==> src/rtl/usb_rx_timing_ctrl.sv <==
// USB receive bit-timing sequencer: locks the sample phase to line edges, strobes the shift
// register once per bit, counts data bits per byte and watches for edge starvation.
module usb_rx_timing_ctrl #(
  parameter int CLKS_PER_BIT = 8,
  parameter int SAMPLE_POINT = 3,
  parameter int MAX_NO_EDGE  = 7
) (
  input  logic       clk,
  input  logic       n_rst,
  input  logic       enable_timer,
  input  logic       d_edge,
  input  logic       stuff_bit,
  output logic       shift_enable,
  output logic       byte_received,
  output logic [2:0] bit_index,
  output logic       bit_err
);

  localparam int PH_W = $clog2(CLKS_PER_BIT);
  localparam int EB_W = $clog2(MAX_NO_EDGE + 1);
  localparam logic [PH_W-1:0] PH_LAST = PH_W'(CLKS_PER_BIT - 1);
  localparam logic [PH_W-1:0] PH_SAMP = PH_W'(SAMPLE_POINT);
  localparam logic [EB_W-1:0] EB_MAX  = EB_W'(MAX_NO_EDGE);

  typedef enum logic [1:0] {IDLE, SYNC, RUN, ERR} state_t;

  state_t          r_state;
  logic [PH_W-1:0] r_ph;
  logic [2:0]      r_bc;
  logic [EB_W-1:0] r_eb;
  logic            r_byte;
  logic            r_err;

  logic w_strobe;
  logic w_wrap;

  // The strobe decodes registered state only, so a same-cycle resync edge cannot cancel it.
  assign w_strobe = (r_state == RUN) && (r_ph == PH_SAMP);
  assign w_wrap   = (r_ph == PH_LAST);

  always_ff @(posedge clk or negedge n_rst) begin
    if (!n_rst) begin
      r_state <= IDLE;
      r_ph    <= '0;
      r_bc    <= '0;
      r_eb    <= '0;
      r_byte  <= 1'b0;
      r_err   <= 1'b0;
    end else if (!enable_timer) begin
      r_state <= IDLE;
      r_ph    <= '0;
      r_bc    <= '0;
      r_eb    <= '0;
      r_byte  <= 1'b0;
      r_err   <= 1'b0;
    end else begin
      r_byte <= 1'b0;
      case (r_state)
        IDLE: r_state <= SYNC;
        SYNC: begin
          r_ph <= '0;
          r_bc <= '0;
          r_eb <= '0;
          if (d_edge) r_state <= RUN;
        end
        RUN: begin
          r_ph <= (d_edge || w_wrap) ? '0 : r_ph + 1'b1;
          // Stuffed bits are strobed into the shifter but never counted as data.
          if (w_strobe && !stuff_bit) begin
            if (r_bc == 3'd7) begin
              r_bc   <= '0;
              r_byte <= 1'b1;
            end else begin
              r_bc <= r_bc + 1'b1;
            end
          end
          if (d_edge) begin
            r_eb <= '0;
          end else if (w_wrap) begin
            if (r_eb == EB_MAX) begin
              r_state <= ERR;
              r_err   <= 1'b1;
            end else begin
              r_eb <= r_eb + 1'b1;
            end
          end
        end
        ERR:     r_state <= ERR;
        default: r_state <= IDLE;
      endcase
    end
  end

  assign shift_enable  = w_strobe;
  assign byte_received = r_byte;
  assign bit_index     = r_bc;
  assign bit_err       = r_err;

endmodule
==> config.mk <==
export PLATFORM = sky130hd
export DESIGN_NAME = usb_rx_timing_ctrl
export DESIGN_NICKNAME = d
export VERILOG_FILES = /design/src/rtl/usb_rx_timing_ctrl.sv
export SDC_FILE = /design/constraint.sdc
export NUM_CORES = 1
export LEC_CHECK = 0
export ABC_AREA = 0
export BUFFER_PORTS_ARGS = -buffer_cell sky130_fd_sc_hd__buf_4
export CAP_MARGIN = 15
export CORE_AREA = 5 5 42 44
export DETAILED_ROUTE_END_ITERATION = 6
export DIE_AREA = 0 0 47 49
export PLACE_DENSITY_LB_ADDON = 0.05
export SLEW_MARGIN = 15
export SYNTH_ARGS = -nofsm -noshare
export SYNTH_HDL_FRONTEND = slang
export SYNTH_SLANG_ARGS = --single-unit
==> constraint.sdc <==
create_clock -name clk -period 2.6 [get_ports clk]
set_input_delay 0.39 -clock clk [delete_from_list [all_inputs] [get_ports clk]]
set_output_delay 0.39 -clock clk [all_outputs]
set_load 0.01 [all_outputs]
==> impl_results.md <==
- Status: finished, final reports clean
- Worst-Skew Late Latency: ~0.27 ns
- CTS buffer count: 3
- Crit end category: primary output
- Routability cong.: just over 0.8
- DIE WIDTH: between 40 and 50 microns
- Register area: 325 sq um
- Critical path type: flop to primary output
- Starting density of the core: 50.0%
- N_diodes: 0
- Number of port buffers: 10
- Initial antenna violation count: 0
- Final hold violation count: 0
- Fin crit period: about 1.8 ns
- Setup slack after placement: 1.10 ns
- Multi-input logic area: roughly 340 sq um
- Final WL: 1350 microns
- CP dominant cell by count: ha_1
- I/O pin count: 11
- Syn avg cell area: roughly 10 sq um
- CP cell instances: ha_1, ha_1, and2_1, buf_4
- First drt pass iteration count: 4
- Area share of the largest cell type after synthesis: between 40% and 50%
- Setup Total Neg Slack: 0 ns
- #FFs+latches synth: 13
- Worst-path fanout max: 3
- H-tree Lvls: 1
- Total grt overflow: 0
- Largest net degree at the start of global routing: 16
- Slew Viols, Final: 0
- Vias: 535
- Starting DRT DRC Count: 16
- Area grow syn2layout: 17.0%
- Detailed placement HPWL: just under 1000 microns
- Tot GR Track Use: 13.5%
- Clock slew at reported path FFs: 0.08 ns
- Nets@finish: 93
- Slowest stage delay, CP: between 0.4 and 0.5 ns
- Max Cap Viol: 0
- Slowest cell on the critical path: dfrtp_1
- Sequential share of the synthesized area: 46.4%
- Crit path launch type: flop
- DP Area: 783 sq um
- DRC Markers: 0
- Most common cell after layout, fill and taps aside: dfrtp_1
- Core area: roughly 1400 sq um
- Final Skew: approximately 0.0084 ns
- Synth top area cells: dfrtp_1, ha_1, nand4_1
- Netlist cell types: 22
- Max VDD drop: between 0.2 and 0.25 mV
- Vias per inst: between 5 and 6
- Final Cycle Share: 69.3%
- Unrepaired setup endpoints after global routing: false
- Final setup viols: 0
- Least-Margin Pin Slew: roughly 0.42 ns
- Cell count after synthesis: 67
- Hold WC Path Type: input pin to flop
- Most frequent cells in the layout: dfrtp_1, buf_4, ha_1, inv_1, nand4_1
- Post-Syn Nets: between 70 and 80
- Area leader, netlist: dfrtp_1
- Critical Path RT: about 2.2 ns
- TritonCTS clock tree: done
- Total design power: 0.367 mW
- Synthesized area: about 700 sq um
- Post-route ant nets: 0
- CP top delay family: adder cells
- Number of global-route vias before repair: 509
- WP data arrival: approximately 1.4 ns
- Die area: roughly 2300 sq um
- Height of the die: a little under 50 microns
- PnR worst setup slack: 0.797 ns
- Synth warn: 0
- FMAX: roughly 550 MHz
- Clock Tree Root: clkbuf_4
- DR WL/cell: around 14 microns
- Global-route wire length before repair: around 2300 microns
- Critical path buffer and inverter count: 1
- Filler instances: approximately 130
- Clock sinks: 13
- P per Cell Area: about 450 nW/um^2
- Worst relative slew slack: 72.2%
- Static Leak: between 0.3 and 0.4 nW
- Final Cell Area: around 800 sq um
- Clk buf depth: 2
- Layout cells sized above 1: about a fifth
- Post-CTS Setup Inserts: 0
- Number of cell rows: 14
[final timing paths]
path                       startpoint      endpoint  slack [ns]  depth (start not counted)
setup reg to reg              r_eb[0]       r_eb[0]        1.12                          5
hold / removal                 d_edge    r_state[1]        0.38                          3
min in group asynchronous       n_rst    r_state[1]        0.49                          2
max in group asynchronous       n_rst  bit_index[2]        1.94                          2
hold reg to reg               bit_err       bit_err        0.50                          1
setup / recovery              r_ph[0]  shift_enable        0.80                          4
[tightest hold or removal path, stage by stage]
cell and delay, ns:
buf_4 0.10, a21oi_1 0.05, nor2_1 0.07
[cell type report]
class / instances / share of cell area (%)
multi-input combinational: 46 / 41.5
sequential: 13 / 39.7
inverter: 6 / 2.75
timing repair buffer: 11 / 10.4
clock buffer: 4 / 3.21
tap: 16 / 2.44
[logic make-up (layout without fill, tap and decap cells)]
kind of cell               Yosys count  in the layout  synth area share, %
buffers and inverters                8             21                 5.00
adders and majority gates            7              7                 12.5
and+or+nand+nor                     25             25                 22.0
AOI/OAI and AO/OA                   14             14                 14.1
DFF                                 13             13                 46.4
[per-layer routing]
metal	vias to the layer above	global-route usage (%)	wire, microns
met4	0	5.53	23
met3	4	3.32	82
met2	13	18.8	607
li1	267	-	-
met1	251	19.5	641
met5	-	0	0
[cells in the mapped netlist]
master	n
a21oi_1	2
nand2b_1	5
and4bb_1	1
nand2_1	3
and2_1	1
nand3_1	4
buf_2	1
a21oi_2	1
buf_4	1
nand4_1	6
nand4bb_2	1
nor2_1	2
o22ai_1	3
nor2b_1	1
o21ai_1	5
a211oi_2	1
dfrtp_1	13
o21a_1	1
ha_1	7
inv_1	6
nor3_1	1
o41ai_2	1
[flip-flops by register name, indices dropped and copies added (netlist names)]
| name | count |
|---|---|
| bit_index | 3 |
| r_eb | 3 |
| r_ph | 3 |
| r_state | 2 |
| bit_err | 1 |
| byte_received | 1 |
[repair_timing]
action                                 4_1_cts  5_1_grt
hold buffers                                 1        0
gates resized for setup                      0        0
endpoints found under the hold margin       13        0
[where the power goes]
group	internal, mW	total [mW]	switching, mW
logic	0.0129	0.0345	0.0216
registers	0.205	0.210	0.00459
clock network	0.0593	0.122	0.0628
[per-stage QoR]
stage	hold WS, ns	util (%)	std cells
final	0.381	58.5	96
after global routing	0.413	58.5	96
after CTS	0.372	58.5	96
after detailed placement	0.244	55.9	91
after global placement	0.245	55.9	91
after floorplan	0.0944	-	67
(Power assumes the default switching activity.)
